--- config.mk ---
export PLATFORM = sky130hd
export DESIGN_NAME = boot_loader
export DESIGN_NICKNAME = d
export VERILOG_FILES = /design/src/rtl/boot_loader.sv
export SDC_FILE = /design/constraint.sdc
export NUM_CORES = 1
export LEC_CHECK = 0
export ABC_AREA = 1
export CELL_PAD_IN_SITES_DETAIL_PLACEMENT = 0
export CELL_PAD_IN_SITES_GLOBAL_PLACEMENT = 1
export CORE_MARGIN = 2
export CORE_UTILIZATION = 33
export CTS_CLUSTER_DIAMETER = 150
export DETAILED_ROUTE_END_ITERATION = 12
export GPL_ROUTABILITY_DRIVEN = 0
export PLACE_DENSITY_LB_ADDON = 0.05
export SYNTH_ARGS = -nofsm -noshare
export SYNTH_HDL_FRONTEND = slang
export SYNTH_SLANG_ARGS = --single-unit
--- constraint.sdc ---
create_clock -name clk -period 6.3 [get_ports clk]
set_input_delay 1.26 -clock clk [delete_from_list [all_inputs] [get_ports clk]]
set_output_delay 1.26 -clock clk [all_outputs]
set_load 0.005 [all_outputs]
--- src/rtl/boot_loader.sv ---
// boot_loader: receives a program image as a byte stream, writes it word by
// word into instruction memory and verifies a trailing checksum. The CPU core
// is held in reset until the image has loaded and the checksum has matched.
//
// Frame: SYNC_BYTE, N (4 bytes, big-endian word count), N data words
// (4 bytes each, big-endian), checksum (4 bytes, big-endian, sum of the data
// words mod 2^32; N is not part of the sum).
//
// Ports:
//   clk        system clock, rising edge
//   reset      asynchronous, active-high
//   rx_data    incoming byte
//   rx_valid   rx_data valid this cycle
//   rx_ready   loader accepts a byte (byte consumed when rx_valid && rx_ready)
//   im_we      instruction-memory write strobe, one-cycle pulse per word
//   im_addr    word address for the write
//   im_wdata   word to write
//   cpu_reset  active-high hold for the CPU core (registered)
//   done       image loaded and checksum matched (sticky until reset)
//   error      frame rejected (sticky until reset)
//
// Handshake: a byte transfers on every rising edge where rx_valid && rx_ready.
// rx_ready depends only on the FSM state, so while loading every byte is
// accepted back-to-back; gaps with rx_valid=0 are ignored.
module boot_loader #(
  parameter int          ADDR_WIDTH = 12,
  parameter logic [7:0]  SYNC_BYTE  = 8'hA5
) (
  input  logic                  clk,
  input  logic                  reset,
  input  logic [7:0]            rx_data,
  input  logic                  rx_valid,
  output logic                  rx_ready,
  output logic                  im_we,
  output logic [ADDR_WIDTH-1:0] im_addr,
  output logic [31:0]           im_wdata,
  output logic                  cpu_reset,
  output logic                  done,
  output logic                  error
);

  typedef enum logic [2:0] {
    IDLE  = 3'd0,
    HDR   = 3'd1,
    DATA  = 3'd2,
    CSUM  = 3'd3,
    DONE  = 3'd4,
    ERROR = 3'd5
  } state_t;

  // Largest legal word count: the whole instruction memory.
  localparam logic [32:0] MAX_WORDS = 33'd1 << ADDR_WIDTH;

  state_t                state;
  state_t                state_next;
  logic [1:0]            byte_cnt;
  logic [23:0]           shreg;
  logic [31:0]           word_count;
  logic [31:0]           sum;
  logic [ADDR_WIDTH-1:0] word_addr;

  logic                  accept;
  logic                  word_full;
  logic [31:0]           cur_word;
  logic                  last_word;
  logic                  oversize;

  assign rx_ready  = (state == IDLE) || (state == HDR) ||
                     (state == DATA) || (state == CSUM);
  assign accept    = rx_valid && rx_ready;
  assign word_full = (byte_cnt == 2'd3);
  // The byte on the wire completes the big-endian word when word_full.
  assign cur_word  = {shreg, rx_data};
  // word_count >= 1 whenever DATA is active, so N-1 cannot underflow there.
  assign last_word = (32'(word_addr) == (word_count - 32'd1));
  assign oversize  = ({1'b0, cur_word} > MAX_WORDS);

  // State register
  always_ff @(posedge clk or posedge reset) begin
    if (reset) begin
      state <= IDLE;
    end else begin
      state <= state_next;
    end
  end

  // Next-state logic
  always_comb begin
    state_next = state;
    case (state)
      IDLE: begin
        if (accept && (rx_data == SYNC_BYTE)) state_next = HDR;
      end
      HDR: begin
        if (accept && word_full) begin
          if (oversize)                state_next = ERROR;
          else if (cur_word == 32'd0)  state_next = CSUM;
          else                         state_next = DATA;
        end
      end
      DATA: begin
        if (accept && word_full && last_word) state_next = CSUM;
      end
      CSUM: begin
        if (accept && word_full) begin
          state_next = (cur_word == sum) ? DONE : ERROR;
        end
      end
      DONE:    state_next = DONE;
      ERROR:   state_next = ERROR;
      default: state_next = IDLE;
    endcase
  end

  // Datapath: byte assembly, word count, address, running sum, write port
  always_ff @(posedge clk or posedge reset) begin
    if (reset) begin
      byte_cnt   <= 2'd0;
      shreg      <= 24'd0;
      word_count <= 32'd0;
      sum        <= 32'd0;
      word_addr  <= '0;
      im_we      <= 1'b0;
      im_addr    <= '0;
      im_wdata   <= 32'd0;
    end else begin
      im_we <= 1'b0;
      if (accept && ((state == HDR) || (state == DATA) || (state == CSUM))) begin
        byte_cnt <= byte_cnt + 2'd1;
        shreg    <= {shreg[15:0], rx_data};
        if (word_full) begin
          case (state)
            HDR: begin
              word_count <= cur_word;
              word_addr  <= '0;
              sum        <= 32'd0;
            end
            DATA: begin
              im_we     <= 1'b1;
              im_addr   <= word_addr;
              im_wdata  <= cur_word;
              sum       <= sum + cur_word;
              // After the last word this may roll over, but it is never used
              // again because the FSM has left DATA.
              word_addr <= word_addr + 1'b1;
            end
            default: ;
          endcase
        end
      end
    end
  end

  // Registered status outputs, decoded from the next state so they change
  // on the same edge as the state itself.
  always_ff @(posedge clk or posedge reset) begin
    if (reset) begin
      cpu_reset <= 1'b1;
      done      <= 1'b0;
      error     <= 1'b0;
    end else begin
      cpu_reset <= (state_next != DONE);
      done      <= (state_next == DONE);
      error     <= (state_next == ERROR);
    end
  end

endmodule

==> results of run 1 <==
==> registers in the layout, summed over array words and instances, names as in the netlist <==
| signal | cells |
|---|---|
| shreg | 24 |
| byte_cnt | 2 |
| im_we | 1 |
| state | 3 |
| im_wdata | 32 |
| im_addr | 12 |
| sum | 32 |
| word_count | 32 |
| word_addr | 12 |
| cpu_reset | 1 |
| done | 1 |
| error | 1 |
==> Yosys cell counts, drive strengths merged <==
cell type / number
nand2: 336
dfrtp: 152
o21ai: 135
nor2: 129
inv: 121
a21oi: 61
nand3: 58
ha: 34
clkbuf: 22
xor2: 20
nor3: 18
nand4: 16
nor4: 13
xnor2: 8
mux2: 7
buf: 6
a21o: 5
o21bai: 5
a32o: 4
or2: 4
a31oi: 2
o211ai: 2
o221ai: 2
a22o: 1
clkinv: 1
dfstp: 1
fa: 1
o21a: 1
o31ai: 1
==> routing by layer <==
| metal | part of all wire | global-route usage |
|---|---|---|
| met5 | 0 | 0 |
| met2 | 0.48 | 0.339 |
| met1 | 0.49 | 0.276 |
| met4 | 0.014 | 0.0461 |
| met3 | 0.020 | 0.0304 |
==> area by class of cell <==
| cell class | instances | area [um^2] |
|---|---|---|
| fill | 2763 | 15800 |
| sequential | 153 | 3830 |
| timing repair buffer | 66 | 643 |
| clock inverter | 12 | 119 |
| multi-input combinational | 863 | 4380 |
| inverter | 122 | 464 |
| tap | 335 | 419 |
| clock buffer | 19 | 443 |
==> cell families (layout without fill, tap and decap cells) <==
kind of cell,Yosys count,in the layout
flip-flops,153,153
buffers and inverters,150,219
multiplexers,7,7
AO/OA/AOI/OAI,219,219
XOR/XNOR,28,28
adder cells (fa/ha/maj),35,35
AND/OR/NAND/NOR,574,574
==> stage by stage <==
| step | worst slack, ns | cell area, um^2 | instances | power (W) | util |
|---|---|---|---|---|---|
| 2_1_floorplan | 0.920 | 8770 | 1166 | 0.00263 | - |
| 3_3_place_gp | 2.47 | 9730 | 1539 | 0.00337 | 0.374 |
| 3_5_place_dp | 2.39 | 9730 | 1539 | 0.00336 | 0.374 |
| 4_1_cts | 2.83 | 10300 | 1570 | 0.00439 | 0.395 |
| 5_1_grt | 2.58 | 10300 | 1570 | 0.00468 | 0.395 |
| 6_report | 2.86 | 10300 | 1570 | 0.00433 | 0.395 |
==> power groups by stage <==
stage / registers (W) / logic (W) / clock network (W)
detailed placement: 0.00154 / 0.00182 / 0
global placement: 0.00154 / 0.00183 / 0
global route: 0.00156 / 0.00205 / 0.00108
finish: 0.00152 / 0.00180 / 0.00101
CTS: 0.00153 / 0.00182 / 0.00104
floorplan: 0.00146 / 0.00117 / 0
==> critical path: stages <==
cell	delay [ns]
clkdlybuf4s50_1	0.53
nand3_4	0.13
nor2_4	0.22
buf_4	0.40
nor2_2	0.04
buf_4	0.29
inv_2	0.19
nand2_1	0.07
nor2_1	0.17
nand3_1	0.12
nor2_1	0.11
o21ai_1	0.06
a31oi_1	0.16
==> worst max-delay path by stage <==
stage	endpoint	slack [ns]	depth (start not counted)
4_1_cts	word_addr[6]	2.83	13
3_5_place_dp	word_addr[6]	2.39	13
3_3_place_gp	word_addr[6]	2.47	13
2_1_floorplan	byte_cnt[0]	0.92	1
5_1_grt	word_addr[11]	2.58	13
6_report	word_addr[6]	2.86	13
==> metrics.md, run 1 <==
| Metric | Value |
|---|---|
| Status | finished clean |
| Int Power | ~0.0025 W |
| Warnings from Yosys | 0 |
| Crit Path Category | primary input to register |
| Die ar. | roughly 28,000 um^2 |
| Compound-Gate Fraction of Synth Area | 0.133 |
| Required @ worst endpoint | around 6.7 ns |
| Pwr Density | between 400 and 500 nW/um^2 |
| Slew Limit Headroom | 0.455 |
| Total CTS buffers | 17 |
| CTS H-Tree Depth | 4 |
| Clock Root Buffer | clkbuf_16 |
| Yosys top cell area share | 0.433 |
| Synth area leaders | dfrtp_1 43%, nand2_1 14%, o21ai_0 7.4% |
| Comb power frac | 0.416 |
| Commonest non-fill, non-tap cell in the layout | nand2_1 |
| DIE WIDTH | 167 um |
| Clock skew | 0.0116 ns |
| Port Buffers | between 50 and 60 |
| Sw Share | 0.414 |
| Wire length per cell | 17.5 um |
| Worst setup path start | rx_valid |
| First-pass GRT wire length | 43.9 mm |
| Fmax | a little under 0.3 GHz |
| Maximum clock path buffer count | 2 |
| Post-synthesis sequential area ratio | 0.436 |
| Setup Buffers After CTS | 0 |
| Hold_ws | between 0.4 and 0.5 ns |
| Initial antenna violation count | 0 |
| Detailed placement HPWL | 20.7 mm |
| Tcrit/Tclk final | 0.546 |
| Drt pass-1 iters | 5 |
| Net switching power figure | between 0.0015 and 0.002 W |
| Min Tclk post-route | 3.44 ns |
| Post-CTS Hold Fix Bufs | 0 |
| Flop pwr share | 0.352 |
| Worst r2r src | byte_cnt[0] |
| Post-Syn Nets | 1,212 |
| TNS Setup | 0 ns |
| RSZ-0062 raised after global routing | no |
| Routed vias | 7,672 |
| CTS tree | built |
| Number of synthesized register bits | between 150 and 200 |
| Leak pwr | 4.90 nW |
| Mean Syn Cell Area | around 7.5 um^2 |
| Number of global-route vias before repair | about 7,800 |
| DR vias/cell | 4.89 |
| Worst Hold Class | register to register |
| Layout cell share with drive strength beyond 1 | 0.0656 |
| I/O pin count | 60 |
| Die H | approximately 170 um |
| Final hold violations | 0 |
| Clk sinks | roughly 150 |
| CP Data Arrival Time | around 3.8 ns |
| R2r worst-path depth | 13 |
| Core area | roughly 26,000 um^2 |
| R2R setup slack | ~3.7 ns |
| Endpoints failing setup | 0 |
| Max Cap Viol | 0 |
| Fin nets | 1,269 |
| Clk pin slew, worst setup/hold paths | 0.07 ns |
| Post-synthesis mux area share | 0.00898 |
| Setup crit end kind | register |
| Resize count post-CTS | 0 |
| Row cnt | a little under 60 |
| Hold Path Sink | im_wdata[29] |
| Clock Power Share | 0.233 |
| Reg-to-Reg End | word_addr[6] |
| Simple-gate share of the synthesized area | 0.278 |
| DRC Markers | 0 |
| Diodes inserted | 0 |
| Adder-cell share of the synthesized area | 0.0508 |
| Synthesized cell area | roughly 8800 um^2 |
| Hold Crit Depth | 2 |
| GRT overflow | 0 |
| Gate count after technology mapping | 1,166 |
| Slew Limit Fails | 0 |
| Worst-Skew Late Latency | 0.43 ns |
| Netlist cell types | 40 |
| Final wirelength | roughly 28 mm |
| Max VDD drop | around 170 uV |
| Starting Density | 0.337 |
| Cell taking the most area after synthesis | dfrtp_1 |
| Iteration-0 DRC count of the detailed router | 466 |
| Least-Margin Pin Slew | a little over 0.8 ns |
| XOR/XNOR Fraction of Synth Area | 0.0279 |
| CP Launch Type | primary input |
| CP max FO | 34 |
| Area grow syn2layout | 17.3% |
| Largest family of logic cells by synthesized area | simple AND/OR/NAND/NOR gates |
| Pin count of the biggest net entering global routing | 64 |
| Commonest non-fill, non-tap cells in the layout | 334 x nand2_1, 152 x dfrtp_1, 130 x o21ai_0 |
| Total GRT Usage | 0.202 |
| Hold wc startpoint | im_wdata[29] |
| Final ANT Viol Nets | 0 |
Note: power is estimated with default switching activity, not from simulation.
==> inputs of run 2 (changes only) <==
- clock period: 6.3 -> 3 ns (I/O delays scaled with it)
==> run 2 against run 1 <==
Against the previous run: combinational power up 120%; critical endpoint is now error; global-route usage rose by 0.36 points; non-clock buffer count up 26; clock power up 140%; critical path depth fell by 3; die area did not move; setup slack worse by 2.5 ns; sequential share of layout area shrank 1.2 points; cell count rose by 1.7%.
==> metrics.md, run 2 (synthesis results as in run 1) <==
| Metric | Value |
|---|---|
| Status | finished clean |
| Worst-Skew Late Latency | 0.43 ns (about the same) |
| Area grow syn2layout | 21.3% |
| DIE WIDTH | 167 um (unchanged) |
| Clock skew | 0.0169 ns (+0.00527 ns) |
| Total power | 0.00953 W (+120%) |
| Final hold violations | 0 (unchanged) |
| Die H | 167 um (unchanged) |
| Fmax | between 0.3 and 0.4 GHz |
| Number of global-route vias before repair | 7,831 (+1.0%) |
| Detailed placement HPWL | 20.9 mm (+1.1%) |
| I/O pin count | 60 (unchanged) |
| Critical path, cell by cell | clkdlybuf4s50_1, ha_1, nor4_2, nand4_1, nor3_1, nand2_1, a21oi_1, nand3_2, nand2_1, inv_1 |
| Commonest non-fill, non-tap cells in the layout | 334 x nand2_1, 152 x dfrtp_1, 130 x o21ai_0 |
| Net switching power figure | 0.00380 W (+110%) |
| Hold_ws | 0.470 ns (-0.00280 ns) |
| Pin count of the biggest net entering global routing | 87 (+36%) |
| GRT overflow | 0 (unchanged) |
| Drt pass-1 iters | 5 (unchanged) |
| Sw Share | 0.399 (-0.0149) |
| CP Launch Type | primary input |
| DR vias/cell | 4.86 (-0.45%) |
| Routed vias | 7,764 (+1.2%) |
| CTS tree | built |
| Setup Buffers After CTS | 0 (unchanged) |
| Met1 global-route usage | 0.287 (+0.0110) |
| WP buf/inv | 2 (-2) |
| Commonest non-fill, non-tap cell in the layout | nand2_1 |
| Resize count post-CTS | 0 (unchanged) |
| CP max FO | 6 (-82%) |
| Fin nets | 1,295 (+2.0%) |
| Hold Path Sink | im_wdata[20] |
| CTS H-Tree Depth | 4 (unchanged) |
| Grt met3 use | 0.0254 (-0.00499) |
| Diodes inserted | 0 (unchanged) |
| Clock Power Share | 0.249 (+0.016) |
| Tcrit/Tclk final | 0.864 |
| Reg-to-Reg End | error |
| Crit Path Category | primary input to register |
| Layout cell share with drive strength beyond 1 | 0.0856 (+0.0201) |
| Int Power | 0.00573 W (+130%) |
| Max VDD drop | 360 uV (+110%) |
| Maximum clock path buffer count | 2 (unchanged) |
| First-pass GRT wire length | 44.5 mm (+1.5%) |
| Gr busiest metal | met2 |
| Flop pwr share | 0.334 (-0.018) |
| Row cnt | 59 (unchanged) |
| Max Cap Viol | 0 (unchanged) |
| Min Tclk post-route | 2.59 ns |
| Total GRT Usage | 0.206 (+0.00365) |
| CP Data Arrival Time | 2.92 ns (-0.87 ns) |
| Comb power frac | 0.417 (about the same) |
| Endpoints failing setup | 0 (unchanged) |
| Hold wc startpoint | im_wdata[20] |
| Final wirelength | 27.6 mm (+0.40%) |
| Total CTS buffers | 17 (unchanged) |
| Starting Density | 0.337 (unchanged) |
| CP max stage cell | clkdlybuf4s50_1 |
| Biggest regs | im_wdata x32, sum x32, word_count x32 |
| Setup crit end kind | register |
| Crit-path max cell delay | 0.47 ns (-0.06 ns) |
| Clk pin slew, worst setup/hold paths | 0.06 ns (about the same) |
| Register area | 3830 um^2 (unchanged) |
| Pwr Density | 896 nW/um^2 (+110%) |
| Cell mode on critical path | nand2_1 |
| Clock Root Buffer | clkbuf_16 |
| M2 GR Usage | 0.337 (-0.00161) |
| Post-CTS Hold Fix Bufs | 0 (unchanged) |
| Leak pwr | 5.10 nW (+4.0%) |
| Initial antenna violation count | 0 (unchanged) |
| Worst Hold Class | register to register |
| R2r worst-path depth | 10 (-3) |
| Slew Limit Fails | 0 (unchanged) |
| Hold Crit Depth | 2 (unchanged) |
| Final ANT Viol Nets | 0 (unchanged) |
| Clk sinks | 153 (unchanged) |
| Least-Margin Pin Slew | 0.796 ns (-0.0200 ns) |
| Core area | 26,100 um^2 (unchanged) |
| RSZ-0062 raised after global routing | no |
| Required @ worst endpoint | 3.33 ns (-3.32 ns) |
| Die ar. | 27,900 um^2 (unchanged) |
| R2R setup slack | 0.50 ns (-3.16 ns) |
| Worst setup path start | rx_data[7] |
| Wire length per cell | 17.3 um (-1.2%) |
| Iteration-0 DRC count of the detailed router | 416 (-11%) |
| Area of the multi-input gates | 4380 um^2 (+0.14%) |
| Fill cells | 2,746 (-0.62%) |
| DRC Markers | 0 (unchanged) |
| Cell family with most CP delay | simple AND/OR/NAND/NOR gates |
| Port Buffers | 59 (unchanged) |
| Worst r2r src | shreg[20] |
| Slew Limit Headroom | 0.469 (+0.0133) |
==> run 2: cell types whose count changed in the layout (fill, tap and decap cells not counted) <==
cell	delta
buf_4	+20
nor4_1	-1
clkinv_4	+3
inv_8	-1
buf_12	+6
bufinv_16	+3
clkinvlp_4	-3
nor4_2	+1
inv_6	-1
clkinv_2	-1
==> run 2: worst min-delay path, stage by stage (launching register included) <==
cell	delay [ns]
dfrtp_1	0.34
nand2_1	0.05
nand2_1	0.05
==> run 2: cell type report <==
| type | count | area share |
|---|---|---|
| timing repair buffer | 92 | 0.0858 |
| tap | 335 | 0.0394 |
| sequential | 153 | 0.360 |
| clock inverter | 12 | 0.0178 |
| multi-input combinational | 863 | 0.412 |
| clock buffer | 19 | 0.0416 |
| inverter | 122 | 0.0435 |
==> run 2: worst max path at each step <==
stage / endpoint / slack [ns] / cells after the start
floorplan: byte_cnt[0] / 0.47 / 1
global placement: error / -0.23 / 10
detailed placement: error / -0.23 / 10
CTS: error / 0.22 / 10
global route: error / 0.17 / 10
finish: error / 0.41 / 10
==> run 2: power groups by stage <==
stage	clock, W	sequential, W	combinational (W)
after floorplan	0	0.00307	0.00246
after global placement	0	0.00323	0.00401
after detailed placement	0	0.00323	0.00401
after CTS	0.00245	0.00319	0.00402
after global routing	0.00252	0.00327	0.00453
final	0.00238	0.00318	0.00397
==> run 2: metal layers <==
layer,wire length [um],vias up
met2,13200,84
met3,391,26
met1,13600,3658
met5,0,-
met4,401,0
li1,-,3996
==> run 2: metrics by stage <==
step                      setup TNS [ns]  worst slack (ns)  instance area, um^2  cells   util
final                                  0             0.407                10600   1596  0.408
after global routing                   0             0.174                10600   1596  0.408
after CTS                              0             0.224                10600   1596  0.408
after floorplan                        0             0.470                 8780   1166      -
after global placement            -0.756            -0.226                10000   1565  0.384
after detailed placement          -0.793            -0.235                10000   1565  0.384
==> inputs of run 3 (changes only) <==
- RECOVER_POWER: unset -> 25
==> run 3 against run 2 <==
Against the previous run: non-clock buffer count is the same; flip-flop and latch count is the same; design area shrank 0.32%; clock-buffer cell count is the same; combinational power is essentially flat; setup slack lost 0.0065 ns; maximum frequency shrank 0.25%; first-iteration DRC count is the same; die area is the same; critical path type unchanged; critical endpoint unchanged; largest power group unchanged; highest routed layer unchanged.
==> metrics.md, run 3 (synthesis results as in run 1) <==
| Metric | Value |
|---|---|
| Commonest non-fill, non-tap cell in the layout | nand2_1 |
| Routed vias | 7,778 (+0.18%) |
| Fmax | 0.385 GHz (-0.25%) |
| Required @ worst endpoint | 3.33 ns (about the same) |
| Max VDD drop | 360 uV (about the same) |
| RSZ-0062 raised after global routing | no |
| Flop pwr share | 0.334 (about the same) |
| Total power | 0.00953 W (about the same) |
| Resize count post-CTS | 0 (unchanged) |
| Fin nets | 1,295 (unchanged) |
| Critical path, cell by cell | clkdlybuf4s50_1, ha_1, nor4_2, nand4_1, nor3_1, nand2_1, a21oi_1, nand3_2, nand2_1, inv_1 |
| Net switching power figure | 0.00380 W (about the same) |
| Final hold violations | 0 (unchanged) |
| Worst-Skew Late Latency | 0.43 ns (about the same) |
| Total CTS buffers | 17 (unchanged) |
| Least-Margin Pin Slew | 1.29 ns (+0.494 ns) |
| Core area | 26,100 um^2 (unchanged) |
| Cell family with most CP delay | simple AND/OR/NAND/NOR gates |
| CP Data Arrival Time | 2.93 ns (about the same) |
| Layout cell share with drive strength beyond 1 | 0.0849 (-0.000793) |
| Die ar. | 27,900 um^2 (unchanged) |
| Comb power frac | 0.416 (about the same) |
| Starting Density | 0.337 (unchanged) |
| Slew Limit Fails | 0 (unchanged) |
| Iteration-0 DRC count of the detailed router | 416 (unchanged) |
| DRC Markers | 0 (unchanged) |
| Clock Power Share | 0.249 (about the same) |
| Status | finished clean |
| CP max stage cell | clkdlybuf4s50_1 |
| Wire length per cell | 17.3 um (about the same) |
| Crit-path max cell delay | 0.47 ns (about the same) |
| Drt pass-1 iters | 5 (unchanged) |
| Final ANT Viol Nets | 0 (unchanged) |
| Pwr Density | 898 nW/um^2 (+0.27%) |
| Pre-CTS WS | -0.235 ns (unchanged) |
| Leak pwr | 5.09 nW (-0.26%) |
| Commonest non-fill, non-tap cells in the layout | 334 x nand2_1, 152 x dfrtp_1, 130 x o21ai_0 |
| Min Tclk post-route | 2.60 ns (+0.00646 ns) |
| Int Power | 0.00572 W (about the same) |
| Number of global-route vias before repair | 7,831 (unchanged) |
| Post-CTS Hold Fix Bufs | 0 (unchanged) |
| CP Launch Type | primary input |
| CP max FO | 6 (unchanged) |
| Clk sinks | 153 (unchanged) |
| Cell mode on critical path | nand2_1 |
| Total GRT Usage | 0.206 (unchanged) |
| Crit Path Category | primary input to register |
| Setup crit end kind | register |
| I/O pin count | 60 (unchanged) |
| Endpoints failing setup | 0 (unchanged) |
| Detailed placement HPWL | 20.9 mm (unchanged) |
| Row cnt | 59 (unchanged) |
| Initial antenna violation count | 0 (unchanged) |
| Clock Root Buffer | clkbuf_16 |
| Final wirelength | 27.6 mm (about the same) |
| CTS tree | built |
| Clock skew | 0.0169 ns (-0.0000244 ns) |
| Max Cap Viol | 0 (unchanged) |
| Worst Hold Class | register to register |
| Area grow syn2layout | 20.9% |
| Util after Layout | 0.407 (-0.00130) |
| First-pass GRT wire length | 44.5 mm (unchanged) |
| CTS H-Tree Depth | 4 (unchanged) |
| Setup Buffers After CTS | 0 (unchanged) |
| Die H | 167 um (unchanged) |
| PnR worst setup slack | 0.401 ns (-0.00646 ns) |
| Maximum clock path buffer count | 2 (unchanged) |
| WP buf/inv | 2 (unchanged) |
| Port Buffers | 59 (unchanged) |
| Tcrit/Tclk final | 0.866 (+0.00215) |
| Slew Limit Headroom | 0.140 (-0.329) |
| DR vias/cell | 4.87 (+0.18%) |
| Clk pin slew, worst setup/hold paths | 0.06 ns (about the same) |
| DIE WIDTH | 167 um (unchanged) |
| Biggest regs | im_wdata x32, sum x32, word_count x32 |
| Pin count of the biggest net entering global routing | 87 (unchanged) |
| GRT overflow | 0 (unchanged) |
| Sw Share | 0.399 (about the same) |
| Diodes inserted | 0 (unchanged) |
==> run 3: cell types whose count changed in the layout (fill, tap and decap cells not counted), sizes merged <==
cell,change
buf,-3
clkbuf,+3
clkdlybuf4s50,-1
dlygate4sd3,+1
==> run 3: worst min-delay path: cells and delay by family, from the launching register on <==
family           cells  cell delay [ns]
flip-flops           1             0.34
AND/OR/NAND/NOR      2             0.10
==> run 3: per-layer routing <==
layer | vias to the layer above | routed length [um] | track usage
li1 | 3997 | - | -
met3 | 28 | 389 | 0.0254
met2 | 86 | 13200 | 0.337
met1 | 3667 | 13600 | 0.287
met5 | - | 0 | 0
met4 | 0 | 403 | 0.0570
==> run 3: path summary, 6_finish.rpt <==
path / start / to / slack, ns / depth (start not counted)
setup / recovery: rx_data[7] / error / 0.40 / 10
hold / removal: im_wdata[20] / im_wdata[20] / 0.47 / 2
setup reg to reg: shreg[20] / error / 0.49 / 10
hold reg to reg: im_wdata[20] / im_wdata[20] / 0.47 / 2
max in group asynchronous: reset / im_wdata[17] / 1.05 / 3
min in group asynchronous: reset / sum[1] / 1.08 / 3
==> run 3: area by class of cell <==
cell class | instances | area, um^2
Multi-Input combinational cell | 863 | 4380
Sequential cell | 153 | 3830
Clock inverter | 12 | 189
Timing Repair Buffer | 92 | 882
Clock buffer | 19 | 443
Inverter | 122 | 460
Tap cell | 335 | 419
Fill cell | 2751 | 15500
==> run 3: power by group through the flow <==
stage / Sequential (W) / Combinational (W) / Clock, W
2_1_floorplan: 0.00307 / 0.00246 / 0
3_3_place_gp: 0.00323 / 0.00401 / 0
3_5_place_dp: 0.00323 / 0.00401 / 0
4_1_cts: 0.00319 / 0.00402 / 0.00245
5_1_grt: 0.00327 / 0.00452 / 0.00252
6_report: 0.00318 / 0.00397 / 0.00238
==> run 3: metrics by stage <==
| stage | instances | hold slack, ns | cell area (um^2) | TNS (ns) |
|---|---|---|---|---|
| 6_report | 1596 | 0.470 | 10600 | 0 |
| 5_1_grt | 1596 | 0.496 | 10600 | 0 |
| 4_1_cts | 1596 | 0.473 | 10600 | 0 |
| 3_5_place_dp | 1565 | 0.458 | 10000 | -0.793 |
| 3_3_place_gp | 1565 | 0.460 | 10000 | -0.756 |
| 2_1_floorplan | 1166 | 0.453 | 8780 | 0 |
